File: src/rtl/ps2_pkg.sv
`default_nettype none
// ============================================================================
// Module   : ps2_pkg
// Purpose  : Shared definitions for the PS/2 host command scheduler: protocol
//            byte constants, the scheduler state encoding and a small helper
//            that turns a requester index into a one-hot strobe vector.
// Ports    : none (package)
// Revision : 1.0 - initial release
// ============================================================================
package ps2_pkg;

    // Device response bytes
    localparam logic [7:0] ACK          = 8'hFA;
    localparam logic [7:0] RESEND       = 8'hFE;

    // Commonly issued host commands / device status
    localparam logic [7:0] CMD_SET_LEDS = 8'hED;
    localparam logic [7:0] CMD_ENABLE   = 8'hF4;
    localparam logic [7:0] SELF_TEST    = 8'hAA;

    typedef enum logic [2:0] {
        S_IDLE           = 3'd0,
        S_SEND_CMD       = 3'd1,
        S_WAIT_CMD_ACK   = 3'd2,
        S_SEND_PARAM     = 3'd3,
        S_WAIT_PARAM_ACK = 3'd4
    } sched_state_t;

    // Requester index -> per-requester strobe vector
    function automatic logic [1:0] onehot2(input logic idx);
        return idx ? 2'b10 : 2'b01;
    endfunction

endpackage
`default_nettype wire

File: src/rtl/ps2_cmd_scheduler_if.sv
`default_nettype none
// ============================================================================
// Module   : ps2_cmd_scheduler_if
// Purpose  : Bundles the requester handshake, transceiver byte interface and
//            scan-code forwarding path of the PS/2 command scheduler.
// Modports : slave  - the scheduler itself
//            master - the surrounding logic (requesters, transceiver, decoder)
// Signals  : req_valid/req_cmd/req_has_param/req_param  request side (2 lanes)
//            req_grant/req_done/req_error               per-requester pulses
//            dev_write/dev_tx_data/dev_busy             transmit path
//            dev_read/dev_rx_data                       receive path
//            key_valid/key_data                         forwarded bytes
// Revision : 1.0 - initial release
// ============================================================================
interface ps2_cmd_scheduler_if;

    logic [1:0]  req_valid;
    logic [15:0] req_cmd;
    logic [1:0]  req_has_param;
    logic [15:0] req_param;
    logic [1:0]  req_grant;
    logic [1:0]  req_done;
    logic [1:0]  req_error;

    logic        dev_write;
    logic [7:0]  dev_tx_data;
    logic        dev_busy;
    logic        dev_read;
    logic [7:0]  dev_rx_data;

    logic        key_valid;
    logic [7:0]  key_data;

    modport slave (
        input  req_valid, req_cmd, req_has_param, req_param,
        output req_grant, req_done, req_error,
        output dev_write, dev_tx_data,
        input  dev_busy, dev_read, dev_rx_data,
        output key_valid, key_data
    );

    modport master (
        output req_valid, req_cmd, req_has_param, req_param,
        input  req_grant, req_done, req_error,
        input  dev_write, dev_tx_data,
        output dev_busy, dev_read, dev_rx_data,
        input  key_valid, key_data
    );

endinterface
`default_nettype wire

File: src/rtl/ps2_timeout_timer.sv
`default_nettype none
// ============================================================================
// Module   : ps2_timeout_timer
// Purpose  : Loadable down-counter used to time out a device response.
//            load_i reloads TIMEOUT_CYCLES; while en_i is high the count
//            decrements once per cycle and stops at zero (never wraps).
//            expired_o is high while enabled with the count at zero.
// Ports    : clk       in  1  system clock
//            reset     in  1  asynchronous, active-high reset
//            load_i    in  1  reload the counter with TIMEOUT_CYCLES
//            en_i      in  1  count down / qualify expiry
//            expired_o out 1  timeout reached
// Revision : 1.0 - initial release
// ============================================================================
module ps2_timeout_timer #(
    parameter int TIMEOUT_CYCLES = 502500
) (
    input  logic clk,
    input  logic reset,
    input  logic load_i,
    input  logic en_i,
    output logic expired_o
);

    localparam int              CNT_W    = $clog2(TIMEOUT_CYCLES + 1);
    localparam logic [CNT_W-1:0] LOAD_VAL = CNT_W'(TIMEOUT_CYCLES);
    localparam logic [CNT_W-1:0] CNT_ONE  = CNT_W'(1);

    logic [CNT_W-1:0] count_q;
    logic [CNT_W-1:0] count_d;

    always_comb begin
        count_d = count_q;
        if (load_i) begin
            count_d = LOAD_VAL;
        end else if (en_i && (count_q != '0)) begin
            count_d = count_q - CNT_ONE;
        end
    end

    always_ff @(posedge clk or posedge reset) begin
        if (reset) begin
            count_q <= '0;
        end else begin
            count_q <= count_d;
        end
    end

    assign expired_o = en_i && (count_q == '0);

endmodule
`default_nettype wire

File: src/rtl/ps2_cmd_scheduler.sv
`default_nettype none
// ============================================================================
// Module   : ps2_cmd_scheduler
// Purpose  : Host-side PS/2 command sequencer and two-way round-robin arbiter.
//            Grants one requester at a time, sends its command byte and an
//            optional parameter byte to the transceiver, waits for ACK,
//            retransmits on RESEND or timeout (up to MAX_RETRIES times) and
//            reports done/error. Bytes that are not part of an exchange are
//            forwarded to the scan-code decoder one cycle after receipt.
// Ports    : clk    in  1  system clock
//            reset  in  1  asynchronous, active-high reset
//            bus    ps2_cmd_scheduler_if.slave (requesters, transceiver,
//                   key forwarding)
// Revision : 1.0 - initial release
// ============================================================================
module ps2_cmd_scheduler #(
    parameter int TIMEOUT_CYCLES = 502500,
    parameter int MAX_RETRIES    = 3
) (
    input  logic                  clk,
    input  logic                  reset,
    ps2_cmd_scheduler_if.slave    bus
);

    import ps2_pkg::*;

    localparam int               RETRY_W   = $clog2(MAX_RETRIES + 1);
    localparam logic [RETRY_W-1:0] RETRY_MAX = RETRY_W'(MAX_RETRIES);
    localparam logic [RETRY_W-1:0] RETRY_ONE = RETRY_W'(1);

    // ------------------------------------------------------------------
    // State
    // ------------------------------------------------------------------
    sched_state_t       state_q, state_d;
    logic               prio_q, prio_d;        // requester that wins a tie
    logic               owner_q, owner_d;      // requester being served
    logic [7:0]         cmd_q, cmd_d;
    logic               has_param_q, has_param_d;
    logic [7:0]         param_q, param_d;
    logic [RETRY_W-1:0] retry_q, retry_d;
    logic [7:0]         last_tx_q, last_tx_d;  // holds dev_tx_data between strobes
    logic [1:0]         done_q, done_d;
    logic [1:0]         error_q, error_d;
    logic               key_valid_q, key_valid_d;
    logic [7:0]         key_data_q, key_data_d;

    // ------------------------------------------------------------------
    // Combinational helpers
    // ------------------------------------------------------------------
    logic       w_pick;
    logic [1:0] w_grant;
    logic       w_write;
    logic [7:0] w_tx_byte;
    logic       w_timer_load;
    logic       w_timer_en;
    logic       w_timer_expired;
    logic       w_in_wait;
    logic       w_rx_ack;
    logic       w_rx_resend;

    assign w_in_wait   = (state_q == S_WAIT_CMD_ACK) || (state_q == S_WAIT_PARAM_ACK);
    assign w_rx_ack    = bus.dev_read && (bus.dev_rx_data == ACK);
    assign w_rx_resend = bus.dev_read && (bus.dev_rx_data == RESEND);

    // A lone request wins outright; a tie goes to the requester that was
    // not served last.
    always_comb begin
        w_pick = prio_q;
        if (bus.req_valid == 2'b01) begin
            w_pick = 1'b0;
        end else if (bus.req_valid == 2'b10) begin
            w_pick = 1'b1;
        end
    end

    ps2_timeout_timer #(
        .TIMEOUT_CYCLES (TIMEOUT_CYCLES)
    ) u_timer (
        .clk       (clk),
        .reset     (reset),
        .load_i    (w_timer_load),
        .en_i      (w_timer_en),
        .expired_o (w_timer_expired)
    );

    // ------------------------------------------------------------------
    // Next-state and output logic
    // ------------------------------------------------------------------
    always_comb begin
        state_d      = state_q;
        prio_d       = prio_q;
        owner_d      = owner_q;
        cmd_d        = cmd_q;
        has_param_d  = has_param_q;
        param_d      = param_q;
        retry_d      = retry_q;
        last_tx_d    = last_tx_q;
        done_d       = '0;
        error_d      = '0;
        w_grant      = '0;
        w_write      = 1'b0;
        w_tx_byte    = last_tx_q;
        w_timer_load = 1'b0;
        w_timer_en   = 1'b0;

        case (state_q)
            S_IDLE: begin
                // Grant is combinational so the grant pulse coincides with
                // the latch; gating with reset keeps every output at 0
                // while reset is held.
                if ((bus.req_valid != 2'b00) && !reset) begin
                    owner_d     = w_pick;
                    prio_d      = ~w_pick;
                    cmd_d       = w_pick ? bus.req_cmd[15:8]   : bus.req_cmd[7:0];
                    param_d     = w_pick ? bus.req_param[15:8] : bus.req_param[7:0];
                    has_param_d = w_pick ? bus.req_has_param[1] : bus.req_has_param[0];
                    retry_d     = '0;
                    w_grant     = onehot2(w_pick);
                    state_d     = S_SEND_CMD;
                end
            end

            S_SEND_CMD: begin
                if (!bus.dev_busy) begin
                    w_write      = 1'b1;
                    w_tx_byte    = cmd_q;
                    last_tx_d    = cmd_q;
                    w_timer_load = 1'b1;
                    state_d      = S_WAIT_CMD_ACK;
                end
            end

            S_SEND_PARAM: begin
                if (!bus.dev_busy) begin
                    w_write      = 1'b1;
                    w_tx_byte    = param_q;
                    last_tx_d    = param_q;
                    w_timer_load = 1'b1;
                    state_d      = S_WAIT_PARAM_ACK;
                end
            end

            S_WAIT_CMD_ACK, S_WAIT_PARAM_ACK: begin
                w_timer_en = 1'b1;
                // ACK is tested first so it beats a timeout in the same cycle.
                if (w_rx_ack) begin
                    retry_d = '0;
                    if ((state_q == S_WAIT_CMD_ACK) && has_param_q) begin
                        state_d = S_SEND_PARAM;
                    end else begin
                        done_d  = onehot2(owner_q);
                        state_d = S_IDLE;
                    end
                end else if (w_rx_resend || w_timer_expired) begin
                    if (retry_q == RETRY_MAX) begin
                        error_d = onehot2(owner_q);
                        state_d = S_IDLE;
                    end else begin
                        retry_d = retry_q + RETRY_ONE;
                        state_d = (state_q == S_WAIT_CMD_ACK) ? S_SEND_CMD : S_SEND_PARAM;
                    end
                end
            end

            default: begin
                state_d = S_IDLE;
            end
        endcase
    end

    // Only ACK/RESEND received while an answer is awaited are consumed;
    // everything else goes to the decoder.
    always_comb begin
        key_valid_d = 1'b0;
        key_data_d  = key_data_q;
        if (bus.dev_read && !(w_in_wait && (w_rx_ack || w_rx_resend))) begin
            key_valid_d = 1'b1;
            key_data_d  = bus.dev_rx_data;
        end
    end

    // ------------------------------------------------------------------
    // Registers
    // ------------------------------------------------------------------
    always_ff @(posedge clk or posedge reset) begin
        if (reset) begin
            state_q     <= S_IDLE;
            prio_q      <= 1'b0;
            owner_q     <= 1'b0;
            cmd_q       <= '0;
            has_param_q <= 1'b0;
            param_q     <= '0;
            retry_q     <= '0;
            last_tx_q   <= '0;
            done_q      <= '0;
            error_q     <= '0;
            key_valid_q <= 1'b0;
            key_data_q  <= '0;
        end else begin
            state_q     <= state_d;
            prio_q      <= prio_d;
            owner_q     <= owner_d;
            cmd_q       <= cmd_d;
            has_param_q <= has_param_d;
            param_q     <= param_d;
            retry_q     <= retry_d;
            last_tx_q   <= last_tx_d;
            done_q      <= done_d;
            error_q     <= error_d;
            key_valid_q <= key_valid_d;
            key_data_q  <= key_data_d;
        end
    end

    // ------------------------------------------------------------------
    // Outputs
    // ------------------------------------------------------------------
    assign bus.req_grant   = w_grant;
    assign bus.req_done    = done_q;
    assign bus.req_error   = error_q;
    assign bus.dev_write   = w_write;
    assign bus.dev_tx_data = w_write ? w_tx_byte : last_tx_q;
    assign bus.key_valid   = key_valid_q;
    assign bus.key_data    = key_data_q;

endmodule
`default_nettype wire

File: src/flat_wrapper.sv
// flat-port wrapper written by rule: the top's interface ports become plain ports
module ps2_cmd_scheduler_flat import ps2_pkg::*;
#(
    parameter int TIMEOUT_CYCLES = 502500,
    parameter int MAX_RETRIES    = 3
)
  (clk, reset, bus_req_valid, bus_req_cmd, bus_req_has_param, bus_req_param, bus_req_grant, bus_req_done, bus_req_error, bus_dev_write, bus_dev_tx_data, bus_dev_busy, bus_dev_read, bus_dev_rx_data, bus_key_valid, bus_key_data);
  ps2_cmd_scheduler_if bus_i ();
  input  logic clk;
  input  logic reset;
  input wire logic [$bits(bus_i.req_valid)-1:0] bus_req_valid;
  input wire logic [$bits(bus_i.req_cmd)-1:0] bus_req_cmd;
  input wire logic [$bits(bus_i.req_has_param)-1:0] bus_req_has_param;
  input wire logic [$bits(bus_i.req_param)-1:0] bus_req_param;
  output wire logic [$bits(bus_i.req_grant)-1:0] bus_req_grant;
  output wire logic [$bits(bus_i.req_done)-1:0] bus_req_done;
  output wire logic [$bits(bus_i.req_error)-1:0] bus_req_error;
  output wire logic [$bits(bus_i.dev_write)-1:0] bus_dev_write;
  output wire logic [$bits(bus_i.dev_tx_data)-1:0] bus_dev_tx_data;
  input wire logic [$bits(bus_i.dev_busy)-1:0] bus_dev_busy;
  input wire logic [$bits(bus_i.dev_read)-1:0] bus_dev_read;
  input wire logic [$bits(bus_i.dev_rx_data)-1:0] bus_dev_rx_data;
  output wire logic [$bits(bus_i.key_valid)-1:0] bus_key_valid;
  output wire logic [$bits(bus_i.key_data)-1:0] bus_key_data;
  assign bus_i.req_valid = bus_req_valid;
  assign bus_i.req_cmd = bus_req_cmd;
  assign bus_i.req_has_param = bus_req_has_param;
  assign bus_i.req_param = bus_req_param;
  assign bus_req_grant = bus_i.req_grant;
  assign bus_req_done = bus_i.req_done;
  assign bus_req_error = bus_i.req_error;
  assign bus_dev_write = bus_i.dev_write;
  assign bus_dev_tx_data = bus_i.dev_tx_data;
  assign bus_i.dev_busy = bus_dev_busy;
  assign bus_i.dev_read = bus_dev_read;
  assign bus_i.dev_rx_data = bus_dev_rx_data;
  assign bus_key_valid = bus_i.key_valid;
  assign bus_key_data = bus_i.key_data;
  ps2_cmd_scheduler #(.TIMEOUT_CYCLES(TIMEOUT_CYCLES), .MAX_RETRIES(MAX_RETRIES)) u_core (.clk(clk), .reset(reset), .bus(bus_i));
endmodule
File: config.mk
export PLATFORM = sky130hd
export DESIGN_NAME = ps2_cmd_scheduler_flat
export DESIGN_NICKNAME = d
export VERILOG_FILES = /design/src/rtl/ps2_pkg.sv /design/src/rtl/ps2_cmd_scheduler_if.sv /design/src/rtl/ps2_timeout_timer.sv /design/src/rtl/ps2_cmd_scheduler.sv /design/src/flat_wrapper.sv
export SDC_FILE = /design/constraint.sdc
export NUM_CORES = 1
export LEC_CHECK = 0
export BUFFER_PORTS_ARGS = -buffer_cell sky130_fd_sc_hd__buf_2
export CAP_MARGIN = 20
export CORE_UTILIZATION = 52
export DETAILED_ROUTE_END_ITERATION = 7
export PLACE_DENSITY_LB_ADDON = 0.08
export SLEW_MARGIN = 10
export SYNTH_ARGS = -nofsm -noshare
export SYNTH_HDL_FRONTEND = slang
export SYNTH_SLANG_ARGS = --single-unit
File: constraint.sdc
create_clock -name clk -period 2.84 [get_ports clk]
set_input_delay 0.568 -clock clk [delete_from_list [all_inputs] [get_ports clk]]
set_output_delay 0.568 -clock clk [all_outputs]
set_load 0.01 [all_outputs]
==> results list, run 1 <==
- The flow ran to the end, and the final reports show no timing, DRC or antenna violations.
- Unrepaired setup endpoints after global routing: false
- Port buffering added 71 buffers.
* Headroom to the max-slew limit: 58.9%
- Hold Buf Count CTS: 0
- The tool flagged a number of max-cap violations equal to 0.
- Average size of a mapped cell: 10.0 µm²
* Number of cells in the finished layout apart from fillers: 473
- For the worst-skew pair, the clock arrives at the later sink with an insertion delay of 0.32 ns.
* Total I/O pin count: 72
* Endpoint of the lowest-slack register-to-register path: u_core.retry_q[1]
* Fill cell count: 493
- The clock period could shrink to 2.42 ns.
- In the final layout, flip-flops and latches occupy 1600 µm².
- The H-tree was split into 3 levels.
* Final cell area excluding filler cells: 3830 µm²
- WHS: 0.321 ns
- Seq cells post-synth: 64
- Cell taking the most area after synthesis: dfrtp_1
- Counting distinct cell types in the post-synthesis netlist gives 48.
* Wire length of the first global-routing pass: 10.4 mm
- Async S/R FF share, synth: 100%
* Placed insts: 457
* Cell Area, Placed: 3650 µm²
- Number of global-route vias before repair: 2,217
- Proportion of netlist area held by the largest area contributor: 50.6%
- VDD IR-drop max: 0.416 mV
- Final cycle utilization of the critical path: 85.4%
* Area of the core region: 5890 µm²
- Sum Neg Setup Slack: 0 ns
* Global placer's final weighted congestion: 0.835
* Floorplan die area: 6400 µm²
* Horiz. Die Dim: 80.0 µm
- By area the synthesized netlist is led by dfrtp_1 (51%), mux2i_1 (8.2%), o21ai_0 (6.6%), nand2_1 (5.8%), nor2_1 (3.1%).
- The most used flip-flop cell after synthesis is dfrtp_1.
* Gr ovfl total: 0
- The final route contains 2,460 vias.
- Skew final: 0.00555 ns
- Crit path capture type: output port
* Logic depth of the worst register-to-register path: 5
- The number of clock buffers added by TritonCTS is 9.
- After clock tree synthesis, the setup repair step added 0 buffers.
* Total Wirelength: 6.20 mm
- STA puts the critical path data arrival time at 1.86 ns.
- CTS tree: built
- Count of antenna diodes in the layout: 0
- Summed over all nets, the half-perimeter wirelength after detailed placement is 4.56 mm.
- The worst setup path is of the reg2out kind.
- Number of search-and-repair iterations in the first detailed-routing pass: 4
* Critical path required time: 2.27 ns
- In the final routed layout, each cell accounts on average for 13.1 µm.
- Setup violations remaining at the end of the flow were counted as 0.
- Global routing usage summed across all routing layers: 21.3%
- Origin of the critical flop-to-flop path: u_core.u_timer.count_q[5]
- Once detail routing completed, the nets flagged for antenna violations numbered 0.
* Multi-input logic area: 1470 µm²
* Final Max Tran Viols: 0
* Cell leakage power: 1.83 nW
* Post-DR vias/cell: 5.20
* Synthesized area: 3160 µm²
* Net count of the finished layout: 444
* Most instantiated library cell after synthesis: dfrtp_1
- Clock slew at reported path FFs: 0.07 ns
- Most instantiated cells after synthesis: dfrtp_1 (64), nand2_1 (49), o21ai_0 (42), mux2i_1 (26), nor2_1 (26)
- Number of enable flip-flop cells after synthesis: 0
* Yosys warning count: 0
- Post-CTS repair changed the size of 0 cells.
- Clock Tree Root: clkbuf_8
* Effective utilization at floorplan: 53.7%
- Startpoint type of the worst setup path: flop
* Actual slew at the worst max-slew pin: 0.615 ns
- Derived from the worst setup path, the maximum achievable clock frequency is 0.413 GHz.
- HP Class: in2async
- The hold violation count in the final report is 0.
- Site row count: 28
- Synthesis produced 316 cells.
- Die span in y: 80.0 µm
- Drt initial violations: 112
- In this run the power density over the cells is 827 nW/µm².
* Ratio of cells with drive above 1 in the final layout: 27.9%
- TritonCTS sink count: 64
- The area growth from synthesis to layout is 21.2%.
- Detailed-route DRC error count: 0
- Across all register-to-register paths, the minimum setup slack is 0.55 ns.
* Maximum number of pins on one net before global-route repair: 37
* Crit path max fanout: 32
* Net count after synthesis: 367
- Sequential-to-total area share from yosys stat: 50.6%
* Antenna violations before repair: 0
* Number of buffers on the longest clock path: 2
==> sequential cells by signal, summed over array words and instances (netlist names) <==
signal                  count
u_core.u_timer.count_q     19
u_core.has_param_q          1
u_core.bus.key_valid        1
u_core.cmd_q                8
u_core.state_q              3
u_core.last_tx_q            8
u_core.prio_q               1
u_core.param_q              8
u_core.bus.key_data         8
u_core.owner_q              1
u_core.retry_q              2
u_core.bus.req_done         2
u_core.bus.req_error        2
==> metal layers <==
metal  track usage, %  up-vias  wire length [µm]
met3             4.46        7               231
li1                 -     1241                 -
met4             7.50        0                55
met5                0        -                 0
met1             30.6     1147              3150
met2             31.8       65              2760
==> cells in the final DEF (no fill, tap or decap), types with 3 or more instances in the layout <==
cell type / n
a21oi_1: 8
and4b_1: 3
buf_2: 71
buf_4: 7
clkbuf_8: 12
dfrtp_1: 64
ha_1: 3
inv_1: 8
mux2_2: 6
mux2i_1: 26
nand2_1: 49
nand2b_1: 4
nand3_1: 8
nor2_1: 26
nor3_1: 3
o21ai_0: 42
xnor2_1: 3
xor2_1: 11
==> critical path: stages (launching register included) <==
cell and delay (ns):
dfrtp_1 0.59, nand2_1 0.33, buf_12 0.26, o21ai_0 0.18, buf_2 0.16
==> where the power goes <==
part	switching [mW]	internal, mW
Sequential	0.189	1.16
Combinational	0.617	0.487
Clock	0.331	0.388
==> stage by stage <==
step | util (%) | setup slack, ns | power [mW]
6_report | 65.1 | 0.416 | 3.17
5_1_grt | 65.1 | 0.239 | 3.41
4_1_cts | 65.1 | 0.397 | 3.20
3_5_place_dp | 62.0 | 0.416 | 2.48
3_3_place_gp | 62.0 | 0.479 | 2.44
2_1_floorplan | - | 0.579 | 2.13
==> worst max path at each step <==
stage                                   from            endpoint  slack, ns
after floorplan             bus_req_valid[0]    bus_req_grant[1]       0.58
after global placement    bus_dev_rx_data[0]   u_core.retry_q[0]       0.48
after detailed placement  bus_dev_rx_data[0]   u_core.retry_q[0]       0.42
after CTS                  u_core.state_q[0]  bus_dev_tx_data[7]       0.40
after global routing       u_core.state_q[0]  bus_dev_tx_data[5]       0.24
final                      u_core.state_q[0]  bus_dev_tx_data[5]       0.42
==> area by class of cell <==
cell class / count / share of cell area, %
clock buffer: 14 / 4.50
inverter: 10 / 0.979
multi-input combinational: 228 / 38.3
clock inverter: 2 / 0.326
timing repair buffer: 80 / 11.7
sequential: 64 / 41.8
tap: 75 / 2.45
==> cell families after synthesis <==
logic type               share of synthesized area, %
XOR/XNOR                                         3.88
flip-flops                                       50.6
multiplexers                                     11.1
buffers and inverters                            2.97
AND/OR/NAND/NOR                                  17.0
AO/OA/AOI/OAI                                    13.0
adder cells (fa/ha/maj)                          1.50
Power figures use the tool's default switching activity.
==> inputs of run 2 (changes only) <==
--- a/config.mk
+++ b/config.mk
@@ -9,6 +9,7 @@
 export CAP_MARGIN = 20
 export CORE_UTILIZATION = 52
 export DETAILED_ROUTE_END_ITERATION = 7
+export MAX_ROUTING_LAYER = met4
 export PLACE_DENSITY_LB_ADDON = 0.08
 export SLEW_MARGIN = 10
 export SYNTH_ARGS = -nofsm -noshare
==> run 2 against run 1 <==
Die area is the same. Global-route usage increased by 0.59 points. Combinational power hardly changed. Wire length increased by 0.34%. Non-clock buffer count is the same. Largest power group unchanged. Worst setup slack worse by 0.0095 ns. Critical path type unchanged. Cell count unchanged. Sequential share of layout area unchanged. Hold slack improved by 0.00052 ns. Critical path depth did not move. Register-to-register slack about the same.
==> results list, run 2 (synthesized netlist as in run 1, its figures left out) <==
- Post-DR vias/cell: 5.19 (-0.16%)
* Skew final: 0.00681 ns (+0.00126 ns)
- The worst hold slack came to 0.321 ns (+0.000520 ns).
* Logic depth of the worst register-to-register path: 5 (unchanged)
- Wire length of the first global-routing pass: 10.4 mm (unchanged)
- The number of detailed-route iterations in the first pass came to 4 (unchanged).
- The number of vias in the routed layout is 2,456 (-0.16%).
- Max reg flops: 19 (unchanged)
- The final count of negative-setup-slack endpoints was 0 (unchanged).
- The post-route core utilization was 65.1% (unchanged).
- Commonest non-fill, non-tap cell in the layout: buf_2
- Cell Area, Placed: 3650 µm² (unchanged)
- The total of max-cap violations was 0 (unchanged).
* Total setup buffers inserted after CTS: 0 (unchanged)
* Die span in y: 80.0 µm (unchanged)
* Drt initial violations: 116 (+3.6%)
* Total Wirelength: 6.22 mm (+0.34%)
- The pin count of the biggest net entering global routing was 37 (unchanged).
- Crit path capture type: output port
- The count of H-tree levels built during CTS is 3 (unchanged).
- The total of cells resized after clock tree synthesis came to 0 (unchanged).
- Crit path max fanout: 14 (-56%)
- Count of antenna diodes in the layout: 0 (unchanged)
- The total congestion overflow after global routing was 0 (unchanged).
- Antenna Violating Nets Remaining: 0 (unchanged)
* Pre-CTS worst setup slack: 0.416 ns (unchanged)
- The total power consumption of the routed design came to 3.18 mW (+0.16%).
- The global-route usage over all layers came to 21.9% (+0.59 points).
* Critical path class: reg2out
- Ratio of cells with drive above 1 in the final layout: 27.9% (unchanged)
- The min-delay analysis places its worst path in the category in2async.
* Final routed wire length divided by cell count: 13.2 µm (+0.34%)
- CTS placed an instance of clkbuf_8 at the clock tree root.
* Final number of hold-violating endpoints: 0 (unchanged)
* TritonCTS sink count: 64 (unchanged)
- The arrival time at the worst endpoint came to 1.87 ns (about the same).
* Critical path required time: 2.27 ns (about the same)
- The post-synthesis to final-layout area growth is 21.2% (unchanged).
- Effective utilization at floorplan: 53.7% (unchanged)
- TritonCTS built the clock tree.
- Hold Buf Count CTS: 0 (unchanged)
- Horiz. Die Dim: 80.0 µm (unchanged)
- The max-slew violation total from the final report is 0 (unchanged).
- Net count of the finished layout: 444 (unchanged)
- Area of the core region: 5890 µm² (unchanged)
* Number of buffers added by the clock tree synthesis step: 9 (unchanged)
- The post-DP HPWL is 4.56 mm (unchanged).
- The site row count came to 28 (unchanged).
* Number of global-route vias before repair: 2,223 (+0.27%)
- Antenna violations before repair: 0 (unchanged)
- Sum Neg Setup Slack: 0 ns (unchanged)
* Fill cell count: 493 (unchanged)
* Number of buffers on the longest clock path: 2 (unchanged)
- Unrepaired setup endpoints after global routing: false
- The maximum frequency from static timing analysis was 0.411 GHz (-0.39%).
- Global placer's final weighted congestion: 0.848 (+1.5%)
* VDD IR-drop max: 0.419 mV (+0.74%)
- The flow ran to the end, and the final reports show no timing, DRC or antenna violations.
- The cell leakage power was 1.83 nW (unchanged).
* Shortest period the worst path allows: 2.43 ns (+0.00946 ns)
- Most used cells in the layout excluding fill and tap cells: buf_2 (71), dfrtp_1 (64), nand2_1 (49), o21ai_0 (42)
- The power density of the placed cells is 828 nW/µm² (+0.16%).
- The post-CTS clock slew at the launch and capture registers of the worst setup and hold paths is 0.07 ns (about the same).
- Min setup slack post-route: 0.406 ns (-0.00946 ns)
* Count of buffers inserted at the top-level ports: 71 (unchanged)
- Floorplan die area: 6400 µm² (unchanged)
* Clock latency of the later-clocked register in the worst-skew pair: 0.32 ns (about the same)
- The measured slew at the worst slew-check pin is 0.616 ns (+0.000769 ns).
- Largest reg by FF count: u_core.u_timer.count_q
* Final cell area excluding filler cells: 3830 µm² (unchanged)
* Final cycle utilization of the critical path: 85.7% (+0.33 points)
- STA classifies the critical path startpoint as a flop.
- The post-route non-filler standard cell count is 473 (unchanged).
* Total I/O pin count: 72 (unchanged)
- Detailed-route DRC error count: 0 (unchanged)
* Headroom to the max-slew limit: 58.9% (about the same)
- The cell count after placement came to 457 (unchanged).
## run 2: cell counts in the layout (fill, tap and decap cells not counted)
Identical to the previous run, type by type.
## run 2: report_power, final
part	leakage (nW)	total, mW	internal, mW	switching, mW
sequential	0.773	1.35	1.16	0.190
combinational	0.961	1.11	0.487	0.619
clock	0.0927	0.722	0.388	0.333
## run 2: final timing paths
check,from,end,slack [ns]
worst min register to register,u_core.owner_q,u_core.bus.req_error[0],0.45
worst min-delay path,reset,u_core.u_timer.count_q[17],0.32
min in group clk,bus_dev_rx_data[0],u_core.bus.key_data[0],0.45
max in group asynchronous,reset,u_core.cmd_q[1],1.91
worst max register to register,u_core.u_timer.count_q[5],u_core.retry_q[1],0.55
worst max-delay path,u_core.state_q[0],bus_req_grant[0],0.41
## run 2: worst max-delay path, cell delays in order, from the launching register on
cell and delay (ns):
dfrtp_1 0.52, nor3_1 0.29, nand2b_1 0.29, nor2_1 0.26, buf_2 0.17
## run 2: layout make-up
type	count	area (µm²)	share of cell area (%)
clock buffers	14	173	4.50
clock inverters	2	12.5	0.326
inverters	10	37.5	0.979
multi-input cells	228	1470	38.3
flip-flops and latches	64	1600	41.8
well taps	75	93.8	2.45
repair buffers	80	448	11.7
## run 2: routing by layer
metal,global-route usage [%],part of all wire [%],vias up
met5,-,0,-
met4,7.50,0.88,0
met3,4.11,2.9,7
met2,31.8,45,53
met1,30.8,51,1155
li1,-,-,1241
